===== config.mk =====
export PLATFORM = sky130hd
export DESIGN_NAME = iiitb_sd_ctrl
export DESIGN_NICKNAME = d
export VERILOG_FILES = /design/src/rtl/iiitb_sd_pkg.sv /design/src/rtl/iiitb_sd_ser.sv /design/src/rtl/iiitb_sd_ctrl.sv
export SDC_FILE = /design/constraint.sdc
export NUM_CORES = 1
export LEC_CHECK = 0
export ABC_AREA = 1
export CAP_MARGIN = 10
export CORE_MARGIN = 1.5
export CORE_UTILIZATION = 51
export CTS_CLUSTER_DIAMETER = 80
export CTS_CLUSTER_SIZE = 8
export DETAILED_ROUTE_END_ITERATION = 8
export PLACE_DENSITY = 0.86
export SLEW_MARGIN = 10
export SYNTH_ARGS = -nofsm -noshare
export SYNTH_HDL_FRONTEND = slang
export SYNTH_SLANG_ARGS = --single-unit

===== constraint.sdc =====
create_clock -name clock -period 2.16 [get_ports clock]
set_input_delay 0.216 -clock clock [delete_from_list [all_inputs] [get_ports clock]]
set_output_delay 0.216 -clock clock [all_outputs]
set_load 0.005 [all_outputs]

===== src/rtl/iiitb_sd_pkg.sv =====
// rtl/iiitb_sd_pkg.sv - shared types and helpers for the sequence-detector stream controller
package iiitb_sd_pkg;

   typedef enum logic [2:0] {
      ST_IDLE,
      ST_FLUSH,
      ST_WAIT,
      ST_SHIFT,
      ST_DRAIN
   } sd_state_e;

   // Moore detector: output reflects the bit seen one clock earlier
   localparam int DET_LAT_DEF = 1;

   // bit-index width for a word of word_w bits, never below one bit
   function automatic int sd_clog2(input int word_w);
      return (word_w <= 2) ? 1 : $clog2(word_w);
   endfunction

endpackage


===== src/rtl/iiitb_sd_ser.sv =====
// rtl/iiitb_sd_ser.sv - loadable MSB-first shift register with bit-index counter
module iiitb_sd_ser
   import iiitb_sd_pkg::*;
#(
   parameter int WORD_W = 8
) (
   input  logic                          clock_i,
   input  logic                          reset_i,
   input  logic                          load_i,
   input  logic                          shift_i,
   input  logic [WORD_W-1:0]             data_i,
   output logic                          bit_o,
   output logic [sd_clog2(WORD_W)-1:0]   idx_o,
   output logic                          last_o
);

   localparam int IDX_W = sd_clog2(WORD_W);

   logic [WORD_W-1:0] sr_q, sr_d;
   logic [IDX_W-1:0]  idx_q, idx_d;

   // load wins over shift; shifting in zeros leaves the register empty after the last bit
   always_comb begin
      sr_d  = sr_q;
      idx_d = idx_q;
      if (load_i) begin
         sr_d  = data_i;
         idx_d = '0;
      end else if (shift_i) begin
         sr_d  = {sr_q[WORD_W-2:0], 1'b0};
         idx_d = idx_q + IDX_W'(1);
      end
   end

   // shift register and index state
   always_ff @(posedge clock_i) begin
      if (reset_i) begin
         sr_q  <= '0;
         idx_q <= '0;
      end else begin
         sr_q  <= sr_d;
         idx_q <= idx_d;
      end
   end

   assign bit_o  = sr_q[WORD_W-1];
   assign idx_o  = idx_q;
   assign last_o = (idx_q == IDX_W'(WORD_W-1));

endmodule


===== src/rtl/iiitb_sd_ctrl.sv =====
// rtl/iiitb_sd_ctrl.sv - word-to-bit stream controller and hit counter for a sequence detector
module iiitb_sd_ctrl
   import iiitb_sd_pkg::*;
#(
   parameter int WORD_W  = 8,
   parameter int CNT_W   = 16,
   parameter int DET_LAT = DET_LAT_DEF
) (
   input  logic                          clock,
   input  logic                          reset,
   input  logic                          enable,
   input  logic                          in_valid,
   input  logic [WORD_W-1:0]             in_data,
   output logic                          in_ready,
   output logic                          seq_out,
   output logic                          det_reset,
   input  logic                          det_in,
   output logic                          busy,
   output logic                          hit_pulse,
   output logic [sd_clog2(WORD_W)-1:0]   hit_pos,
   output logic [CNT_W-1:0]              hit_count,
   output logic                          overflow
);

   localparam int IDX_W = sd_clog2(WORD_W);
   localparam int DRN_W = (DET_LAT < 2) ? 1 : $clog2(DET_LAT);

   sd_state_e        state_q, state_d;
   logic             det_reset_q, det_reset_d;
   logic [DRN_W-1:0] drain_q, drain_d;
   logic [IDX_W-1:0] idx_dly_q [DET_LAT];
   logic             hit_pulse_q, hit_pulse_d;
   logic [IDX_W-1:0] hit_pos_q, hit_pos_d;
   logic [CNT_W-1:0] cnt_q, cnt_d;
   logic             ovf_q, ovf_d;
   logic             accept, hit;
   logic             ser_bit, ser_last;
   logic [IDX_W-1:0] ser_idx;

   iiitb_sd_ser #(.WORD_W(WORD_W)) u_ser (
      .clock_i (clock),
      .reset_i (reset),
      .load_i  (accept),
      .shift_i (state_q == ST_SHIFT),
      .data_i  (in_data),
      .bit_o   (ser_bit),
      .idx_o   (ser_idx),
      .last_o  (ser_last)
   );

   // next state, drain timer and input-ready decode
   always_comb begin
      state_d  = state_q;
      drain_d  = drain_q;
      in_ready = 1'b0;
      unique case (state_q)
         ST_IDLE: begin
            if (enable) state_d = ST_FLUSH;
         end
         ST_FLUSH: begin
            state_d = ST_WAIT;
         end
         ST_WAIT: begin
            in_ready = enable;
            if (in_valid && enable) state_d = ST_SHIFT;
            else if (!enable)       state_d = ST_IDLE;
         end
         ST_SHIFT: begin
            drain_d  = '0;
            in_ready = enable && ser_last;
            // a handshake on the last bit keeps the stream continuous
            if (ser_last && !(in_valid && enable)) state_d = ST_DRAIN;
         end
         ST_DRAIN: begin
            drain_d = drain_q + DRN_W'(1);
            if (drain_q == DRN_W'(DET_LAT-1)) begin
               drain_d = '0;
               state_d = enable ? ST_FLUSH : ST_IDLE;
            end
         end
         default: state_d = ST_IDLE;
      endcase
      accept      = in_valid && in_ready;
      det_reset_d = (state_d == ST_FLUSH);
   end

   // FSM state register; the detector is held in reset alongside the controller
   always_ff @(posedge clock) begin
      if (reset) begin
         state_q     <= ST_IDLE;
         drain_q     <= '0;
         det_reset_q <= 1'b1;
      end else begin
         state_q     <= state_d;
         drain_q     <= drain_d;
         det_reset_q <= det_reset_d;
      end
   end

   // delay the presented bit index so it lines up with the detector response
   always_ff @(posedge clock) begin
      if (reset) begin
         for (int i = 0; i < DET_LAT; i++) idx_dly_q[i] <= '0;
      end else begin
         idx_dly_q[0] <= ser_idx;
         for (int i = 1; i < DET_LAT; i++) idx_dly_q[i] <= idx_dly_q[i-1];
      end
   end

   // hit qualification with a saturating counter and sticky overflow
   always_comb begin
      hit         = det_in && ((state_q == ST_SHIFT) || (state_q == ST_DRAIN));
      hit_pulse_d = hit;
      hit_pos_d   = hit_pos_q;
      cnt_d       = cnt_q;
      ovf_d       = ovf_q;
      if (hit) begin
         hit_pos_d = idx_dly_q[DET_LAT-1];
         if (&cnt_q) ovf_d = 1'b1;
         else        cnt_d = cnt_q + CNT_W'(1);
      end
   end

   // hit reporting registers
   always_ff @(posedge clock) begin
      if (reset) begin
         hit_pulse_q <= 1'b0;
         hit_pos_q   <= '0;
         cnt_q       <= '0;
         ovf_q       <= 1'b0;
      end else begin
         hit_pulse_q <= hit_pulse_d;
         hit_pos_q   <= hit_pos_d;
         cnt_q       <= cnt_d;
         ovf_q       <= ovf_d;
      end
   end

   assign seq_out   = ser_bit;
   assign det_reset = det_reset_q;
   assign busy      = (state_q != ST_IDLE);
   assign hit_pulse = hit_pulse_q;
   assign hit_pos   = hit_pos_q;
   assign hit_count = cnt_q;
   assign overflow  = ovf_q;

endmodule


# [Word level (Yosys, flattened, before mapping)]
# Memory sizes are Yosys's and may differ from the RTL's. A register that Yosys moved wholly into a read port is not among the register bits.
# Cells that the tools add are included.
[classes] add_sub_neg=3 eq_ne=6 mux=17 n_bitwise=1 n_reduce_logical=16
[ops] op="2-to-1 mux 3 bit" count=6
[ops] op="AND reduction 17 bit" count=1
[ops] op="adder 16 x 1 -> 16 bit, second input constant" count=1
[ops] op="2-to-1 mux 8 bit" count=2
[ops] op="AND reduction 16 bit" count=1
[ops] op="one-hot mux 3 bit (5 select lines)" count=1
[ops] op="== test 3 x 1 -> 1 bit, second input constant" count=2
[ops] op="== test 3 x 2 -> 1 bit, second input constant" count=2
[ops] op="== test 3 bit, second input constant" count=2
[ops] op="2-to-1 mux 1 bit" count=6
[ops] op="logical AND 1 bit" count=5
[ops] op="one-hot mux 1 bit (2 select lines)" count=2
[ops] op="nonzero test 2 bit" count=2
[ops] op="adder 3 x 1 -> 3 bit, second input constant" count=1
[ops] op="logical NOT 3 bit" count=1
[ops] op="nonzero test 3 bit" count=1
[ops] op="OR reduction 3 bit" count=1
[ops] op="AND reduction 2 bit" count=1
[ops] op="OR reduction 2 bit" count=1
[ops] op="adder 1 bit, second input constant" count=1
[ops] op="logical NOT 1 bit" count=1
[ops] op="logical OR 1 bit" count=1
[ops] op="NOT 1 bit" count=1
[word_totals] ff_bits=34 ram_bits=3 inputBits=13 output_inout_bits=25 elab_cells=52 n_memories=1
[memory_table] memory="idx_dly_q" words=1 word_bits=3 read_ports=1 rd_ports_with_merged_regs=1 wr=1 line="iiitb_sd_ctrl.sv:31" source="logic [IDX_W-1:0] idx_dly_q [DET_LAT];"

# [Depth between registers and ports, before layout]
# Gate-level depths: netlist of run 1.
[depth] word_depth=6 mapped_depth=10 ltp_nobuf=9

# [By module]
# Synthesis of run 1 repeated with hierarchy kept, for this count alone.
[hier_totals] cells_unflattened=278 hier_area_um2=1979.4
[modules_own_cells] mod="iiitb_sd_ctrl" n_inst=1 cells_each=204 area_each_um2=1453.9 seq_area_each_um2=560.5
[modules_own_cells] mod="iiitb_sd_ser" n_inst=1 cells_each=74 area_each_um2=525.5 seq_area_each_um2=220.2

# [Worst setup path before layout of run 1]
# Ideal clock, no wire load.
[synth_path] path_type="reg-to-reg" start="register cnt_q[0], in the netlist hit_count[0]" end="register cnt_q[13], in the netlist hit_count[13]" setup_ps=115 t_arrival_ps=1456 required_time_ps=2045 slack_ps=589 stages_incl_launch_ff=10 path_buffers=1 period_less_slack_ps=1571 cell_sequence="dfxtp_1 -> ha_1 -> nand3_1 -> inv_2 -> nand2_4 -> nor2_8 -> nor2_4 -> buf_4 -> a21oi_1 -> nor2_1"
[synth_between] elab_chain_cells=3 word_cells_on_any_way=4 classes_between="add/sub: 1; bitwise: 1; reduce/logical: 2"
[synth_rtl] element="from (decl)" line="iiitb_sd_ctrl.sv:34" source="logic [CNT_W-1:0] cnt_q, cnt_d;"
[synth_rtl] element="from (signal assigned)" line="iiitb_sd_ctrl.sv:134" source="cnt_q <= cnt_d;"
[synth_rtl] element="branches (longest 3 deep; another with adder 16 x 1 -> 16 bit)"
# Several ways; the timed one is not identified.
# A chain may end at the register's enable or synchronous reset.

# [Final worst setup path of run 1]
[layout_path] start="register u_ser.idx_q[1], in the netlist u_ser.idx_o[1]" end="output in_ready"
[layout_between] elab_chain_cells=3
[layout_rtl] element="from (decl)" line="iiitb_sd_ser.sv:20" source="logic [IDX_W-1:0] idx_q, idx_d;"
[layout_rtl] element="from (signal assigned)" line="iiitb_sd_ser.sv:42" source="idx_q <= idx_d;"
[layout_rtl] element="== test 3 bit" line="iiitb_sd_ser.sv:48" source="assign last_o = (idx_q == IDX_W'(WORD_W-1));"
[layout_rtl] element="logical AND 1 bit" line="iiitb_sd_ctrl.sv:70" source="in_ready = enable && ser_last;"
[layout_rtl] element="one-hot mux 1 bit (2 select lines)" line="iiitb_sd_ctrl.sv:56" source="unique case (state_q)"
[layout_rtl] element="to (decl)" line="iiitb_sd_ctrl.sv:14" source="output logic in_ready,"
# Every way passes these cells.

==> metrics.txt, run 1 <==
status=complete, no violations; crit path to=in_ready; main area contributors after synthesis=dfxtp_1 (40%), nand2_1 (16%), nor2_1 (9.8%); CP max FO=3; Leak=0.919 nW; Die Span X=64.9 um; die area=4210 um^2; drt total wl=4.12 mm; wire per inst=11.1 um; Syn Inst Count=284; Max Cap Viol=0; share of layout cells above drive strength 1=0.0957; R2R setup slack=0.51 ns; FF-to-FF End=u_ser.idx_o[1]; vias in the first global route=1753; worst-margin pin slew=0.385 ns; clk_skew=0.00718 ns; Post-CTS Setup Bufs=0; GP Congestion=0.854; hold_buf cts=0; die span in y=64.9 um; DRT Pass-1 Iters=4; Num CTS Buffers=5; residual DRC count=0; Power Total=0.00134 W; synthesized area per cell=6.88 um^2; CP Capture Type=primary output; Tmin final=1.92 ns; diodes inserted=0; Syn. warnings=0; Routed Antenna Nets=0; Post-Route Utilization=0.670; initial antenna violation count=0; NumNets Final=339; Final period util=0.890; final setup vio count=0; CTS Buffer Depth=2; HP Class=flip-flop to flip-flop; area leader, netlist=dfxtp_1; R2R cell count=8; Syn Nets=300; pin count of the biggest net entering global routing=22; share of the synthesized area in the top cell type=0.400; TritonCTS clock tree=yes; Layout area overhead=25.5%; Post-Syn Area=1950 um^2; final hold vios=0; Critical-path top delay cell=clkdlybuf4s50_1; synth unique cells=24; post-CTS resize count=0; first-pass GRT wire length=7.28 mm; WP data required=1.94 ns; clock sink count=39; most frequent cells in the layout=nand2_1 (81), nor2_1 (51), dfxtp_1 (39); port bufs=37; Placed Instances=364; sequential area share after synthesis=0.400; Clk Latency, worst-skew pair=0.30 ns; worst r2r src=u_ser.idx_o[0]; slew margin rel.=0.743; DR iter-0 viols=111; Setup CP Type=flip-flop to primary output; core box area=3660 um^2; via count=1852; commonest non-fill, non-tap cell in the layout=nand2_1; fmax=520 MHz; Initial Utilization=0.533; PD cells=545 nW/um^2; Rows=22; root buf cell=clkbuf_8; CP peak stage delay=0.50 ns; total grt overflow=0; RSZ-0062 raised after global routing=no; dpl hpwl=2.99 mm; Worst Setup SP=u_ser.idx_o[1]; Worst Path Arrival=1.71 ns; drt via density=4.98; Final Non-Filler Cells=372; Setup crit start kind=flip-flop; #FFs+latches synth=39; crit path cell chain=ha_1, ha_1, nor2_1, nor2_1, clkdlybuf4s50_1; Top Ports=38; Max Slew Vio Count=0; Worst-path clk slew=0.08 ns; H-tree Lvls=2; Post-Route Setup TNS=0 ns; peak supply drop=0.000440 V; total track usage=0.224
==> stage by stage <==
step / setup slack, ns / instance area (um^2) / hold WS (ns)
final: 0.237 / 2450 / 0.448
after global routing: 0.104 / 2450 / 0.494
after CTS: 0.213 / 2450 / 0.449
after detailed placement: 0.513 / 2360 / 0.436
after global placement: 0.546 / 2360 / 0.438
after floorplan: 0.589 / 1950 / 0.278
==> power by group <==
group / switching (W) / total [W] / internal [W]
Clock: 0.000255 / 0.000517 / 0.000261
Sequential: 0.00000556 / 0.000734 / 0.000728
Combinational: 0.0000434 / 0.0000865 / 0.0000431
==> cell usage after synthesis <==
cell	count
nand2_1	81
nor2_1	51
dfxtp_1	39
inv_1	22
o21ai_0	20
a21oi_1	15
nand3_1	9
a21oi_2	8
nand2_2	5
nand4_1	5
clkbuf_1	4
xor2_1	4
ha_1	3
inv_2	3
nor2_4	3
nand2_4	2
nor3_1	2
xnor2_1	2
buf_2	1
buf_4	1
buf_8	1
clkinv_1	1
nor2_8	1
o211ai_1	1
==> worst max-delay path, delay by kind of cell (launching register included) <==
kind | cells | cell delay, ns
flops | 1 | 0.38
buf+inv | 1 | 0.50
simple gates | 2 | 0.17
fa+ha+maj | 2 | 0.36
==> cells by family (layout without fill, tap and decap cells) <==
family | count (synthesis) | after routing | synth area share
AO/OA/AOI/OAI | 44 | 44 | 0.129
AND/OR/NAND/NOR | 159 | 159 | 0.353
XOR/XNOR | 6 | 6 | 0.0269
buffers and inverters | 33 | 73 | 0.0717
flip-flops | 39 | 39 | 0.400
adder cells (fa/ha/maj) | 3 | 3 | 0.0192
==> flip-flops by register name, summed over array words and instances (netlist names) <==
signal       flops
overflow         1
det_reset        1
u_ser.idx_o      3
idx_dly_q        3
hit_count       16
hit_pulse        1
hit_pos          3
state_q          3
u_ser.sr_q       8
==> area by class of cell <==
| type | instances | area (um^2) |
|---|---|---|
| inverter | 26 | 97.6 |
| tap | 48 | 60.1 |
| timing repair buffer | 39 | 385 |
| clock buffer | 7 | 86.3 |
| fill | 340 | 1210 |
| clock inverter | 1 | 8.76 |
| multi-input combinational | 212 | 1030 |
| sequential | 39 | 781 |
==> how the worst min path moves through the flow <==
| stage | start | endpoint | slack (ns) | depth (start not counted) |
|---|---|---|---|---|
| after floorplan | reset | hit_count[5] | 0.28 | 1 |
| after global placement | u_ser.idx_o[2] | idx_dly_q[0][2] | 0.44 | 2 |
| after detailed placement | u_ser.idx_o[2] | idx_dly_q[0][2] | 0.44 | 2 |
| after CTS | u_ser.idx_o[2] | idx_dly_q[0][2] | 0.45 | 2 |
| after global routing | u_ser.sr_q[3] | u_ser.sr_q[3] | 0.49 | 2 |
| final | u_ser.idx_o[2] | idx_dly_q[0][2] | 0.45 | 2 |
==> metal layers <==
layer,part of all wire,wire (um),global-route usage
met1,0.43,1760,0.247
met2,0.52,2160,0.414
met3,0.035,146,0.0417
met4,0.014,56,0.0957
met5,0,0,0
No activity file was read; power rests on OpenSTA's default activity.
==> inputs of run 2 (changes only) <==
- CTS_CLUSTER_DIAMETER: 80 -> not set
- PLACE_DENSITY: 0.86 -> not set
- PLACE_DENSITY_LB_ADDON: not set -> 0.05
==> metrics.txt, run 2 (same netlist as run 1, synthesis figures left out) <==
status=complete, no violations; die span in y=64.9 um; via count=1827; total grt overflow=0; Worst Path Arrival=1.69 ns; worst r2r src=hit_count[0]; most frequent cells in the layout=nand2_1 (81), nor2_1 (51), dfxtp_1 (39); clock sink count=39; RSZ-0062 raised after global routing=no; GP Congestion=0.824; FF-to-FF End=hit_count[15]; Top Ports=38; Clk Latency, worst-skew pair=0.30 ns; Largest register FFs=16; DRT Pass-1 Iters=4; CP Capture Type=primary output; R2R cell count=9; Post-Route Setup TNS=0 ns; Final period util=0.881; H-tree Lvls=2; WHS Path Cells=2; wire per inst=11.2 um; Layout area overhead=27.0%; Post-CTS Setup Bufs=0; pin count of the biggest net entering global routing=17; share of layout cells above drive strength 1=0.102; Max Cap Viol=0; fmax=526 MHz; DR iter-0 viols=78; die area=4210 um^2; diodes inserted=0; residual DRC count=0; Setup CP Type=flip-flop to primary output; Final Non-Filler Cells=373; HP Class=flip-flop to flip-flop; worst-margin pin slew=0.405 ns; WP data required=1.94 ns; CTS Buffer Depth=2; Placed Instances=365; total track usage=0.226; core box area=3660 um^2; final setup vio count=0; Initial Utilization=0.533; CP max FO=3; Rows=22; post-CTS resize count=0; first-pass GRT wire length=7.36 mm; TritonCTS clock tree=yes; slew margin rel.=0.730; Routed Antenna Nets=0; NumNets Final=340; end of the worst hold path=idx_dly_q[0][1]; PD cells=588 nW/um^2; drt via density=4.90; R2R setup slack=0.48 ns; root buf cell=clkbuf_8; Setup crit start kind=flip-flop; commonest non-fill, non-tap cell in the layout=nand2_1; initial antenna violation count=0; Leak=0.935 nW; Max Slew Vio Count=0; dpl hpwl=3.01 mm; hold_sp=u_ser.idx_o[1]; hold_buf cts=0; Worst-path clk slew=0.08 ns; drt total wl=4.17 mm; Num CTS Buffers=5; Die Span X=64.9 um; Tmin final=1.90 ns; vias in the first global route=1713; port bufs=37; final hold vios=0; clk_skew=0.00596 ns; peak supply drop=0.000498 V
==> run 2: area by class of cell <==
class / instances / area [um^2]
Clock buffer: 5 / 68.8
Timing Repair Buffer: 40 / 393
Tap cell: 48 / 60.1
Sequential cell: 39 / 781
Clock inverter: 3 / 47.5
Inverter: 26 / 97.6
Multi-Input combinational cell: 212 / 1030
Fill cell: 353 / 1180
==> run 2: metrics by stage <==
step	hold WS (ns)	utilization	worst slack [ns]	instance area, um^2	power [W]
final	0.454	0.677	0.258	2480	0.00146
after global routing	0.480	0.677	0.143	2480	0.00151
after CTS	0.453	0.677	0.238	2480	0.00147
after detailed placement	0.439	0.646	0.471	2360	0.000838
after global placement	0.432	0.646	0.527	2360	0.000837
after floorplan	0.278	-	0.589	1950	0.000791
==> run 2: worst max-delay path, cell delays in order, from the launching register on <==
cell	delay [ns]
dfxtp_1	0.33
ha_1	0.19
ha_1	0.22
nor2_1	0.15
nor2_1	0.06
clkdlybuf4s50_1	0.43
==> run 2: power by group <==
group	internal (W)	switching, W
registers	0.000728	0.00000586
clock network	0.000350	0.000286
logic	0.0000430	0.0000442
total	0.00112	0.000336
==> run 2: worst max path at each step <==
stage | start | cells past startpoint | endpoint | slack, ns
3_3_place_gp | enable | 4 | in_ready | 0.53
3_5_place_dp | hit_count[0] | 9 | hit_count[15] | 0.47
4_1_cts | u_ser.idx_o[0] | 5 | in_ready | 0.24
2_1_floorplan | hit_count[0] | 9 | hit_count[13] | 0.59
5_1_grt | u_ser.idx_o[0] | 5 | in_ready | 0.14
6_report | u_ser.idx_o[0] | 5 | in_ready | 0.26
==> run 2: metal layers <==
layer | up-vias | part of all wire | global-route usage
met4 | 0 | 0.017 | 0.0824
met1 | 814 | 0.45 | 0.254
met2 | 33 | 0.50 | 0.412
met3 | 7 | 0.032 | 0.0538
li1 | 973 | - | -
met5 | - | 0 | 0
==> inputs of run 3 (changes only) <==
- MAX_ROUTING_LAYER: not set -> met4
==> metrics.txt, run 3 (same netlist as run 1, synthesis figures left out) <==
status=complete, no violations; drt total wl=4.17 mm; DRT Pass-1 Iters=4; end of the worst hold path=idx_dly_q[0][1]; port bufs=37; Clk pwr share=0.436; post-CTS resize count=0; sequential power share=0.504; Worst Setup SP=u_ser.idx_o[0]; Num CTS Buffers=5; Max Cap Viol=0; final hold vios=0; clock sink count=39; slew margin rel.=0.730; TritonCTS clock tree=yes; core box area=3660 um^2; DR iter-0 viols=73; drt via density=4.90; Worst Path Arrival=1.68 ns; worst-margin pin slew=0.405 ns; Final period util=0.879; Initial Utilization=0.533; Fillers=353; initial antenna violation count=0; worst r2r src=hit_count[0]; Post-DP Area=2360 um^2; clk_skew=0.00784 ns; RSZ-0062 raised after global routing=no; Post-CTS Setup Bufs=0; share of layout cells above drive strength 1=0.102; switching portion of total power=0.230; FF-to-FF End=hit_count[15]; NumNets Final=340; first-pass GRT wire length=7.37 mm; R2R cell count=9; fin area=2480 um^2; Post-Route Setup TNS=0 ns; CTS Buffer Depth=2; Setup crit start kind=flip-flop; GP Congestion=0.836; Tmin final=1.90 ns; Setup CP Type=flip-flop to primary output; vias in the first global route=1708; total track usage=0.232; dpl hpwl=3.01 mm; WP data required=1.94 ns; Worst-path clk slew=0.08 ns; pin count of the biggest net entering global routing=17; R2R setup slack=0.49 ns; Top Ports=38; Max Slew Vio Count=0; via count=1826; die span in y=64.9 um; wire per inst=11.2 um; Layout area overhead=27.0%; root buf cell=clkbuf_8; Largest register FFs=16; peak supply drop=0.000495 V; Combinational Power Share=0.060; fmax=527 MHz; hold_sp=u_ser.idx_o[1]; HP Class=flip-flop to flip-flop; hold_buf cts=0; Leak=0.935 nW; Die Span X=64.9 um; Rows=22; Routed Antenna Nets=0; Clk Latency, worst-skew pair=0.30 ns; Pint=0.00112 W; CP Capture Type=primary output; CP max FO=3; Net Sw Power=0.000334 W; PD cells=587 nW/um^2; commonest non-fill, non-tap cell in the layout=nand2_1; diodes inserted=0; H-tree Lvls=2; WHS Path Cells=2; total grt overflow=0; final setup vio count=0; residual DRC count=0; most frequent cells in the layout=nand2_1 (81), nor2_1 (51), dfxtp_1 (39); die area=4210 um^2
run 3: cell counts in the layout (fill, tap and decap cells not counted):
Identical to the previous run, type by type.
run 3: worst max path at each step:
stage,to,slack [ns],depth (start not counted)
finish,in_ready,0.26,5
global route,in_ready,0.14,5
CTS,in_ready,0.24,5
detailed placement,hit_count[15],0.47,9
global placement,in_ready,0.53,4
floorplan,hit_count[13],0.59,9
run 3: layout make-up:
type	count	area, um^2	share of cell area
repair buffers	40	393	0.158
clock buffers	5	68.8	0.0277
multi-input cells	212	1030	0.416
well taps	48	60.1	0.0242
flip-flops and latches	39	781	0.315
clock inverters	3	47.5	0.0192
inverters	26	97.6	0.0394
run 3: through the flow:
stage / util / hold slack, ns / total power (W) / worst slack, ns / instances
after floorplan: - / 0.278 / 0.000791 / 0.589 / 284
after global placement: 0.646 / 0.432 / 0.000837 / 0.527 / 365
after detailed placement: 0.646 / 0.439 / 0.000838 / 0.471 / 365
after CTS: 0.677 / 0.453 / 0.00147 / 0.238 / 373
after global routing: 0.677 / 0.480 / 0.00151 / 0.142 / 373
final: 0.677 / 0.454 / 0.00146 / 0.261 / 373
run 3: layer usage:
| metal | GRT usage | up-vias | wire length [um] | part of all wire |
|---|---|---|---|---|
| li1 | - | 973 | - | - |
| met1 | 0.254 | 815 | 1890 | 0.45 |
| met2 | 0.412 | 34 | 2120 | 0.51 |
| met3 | 0.0642 | 4 | 115 | 0.028 |
| met4 | 0.0665 | 0 | 46 | 0.011 |
| met5 | - | - | 0 | 0 |
run 3: power by group through the flow:
stage	combinational, W	sequential (W)	clock (W)
CTS	0.0000879	0.000734	0.000649
global placement	0.0000863	0.000750	0
finish	0.0000873	0.000734	0.000634
global route	0.0000979	0.000736	0.000681
floorplan	0.0000415	0.000750	0
detailed placement	0.0000870	0.000750	0
run 3: critical path, stage by stage, from the launching register on:
cell and delay (ns):
dfxtp_1 0.33, ha_1 0.19, ha_1 0.22, nor2_1 0.15
nor2_1 0.06, clkdlybuf4s50_1 0.43
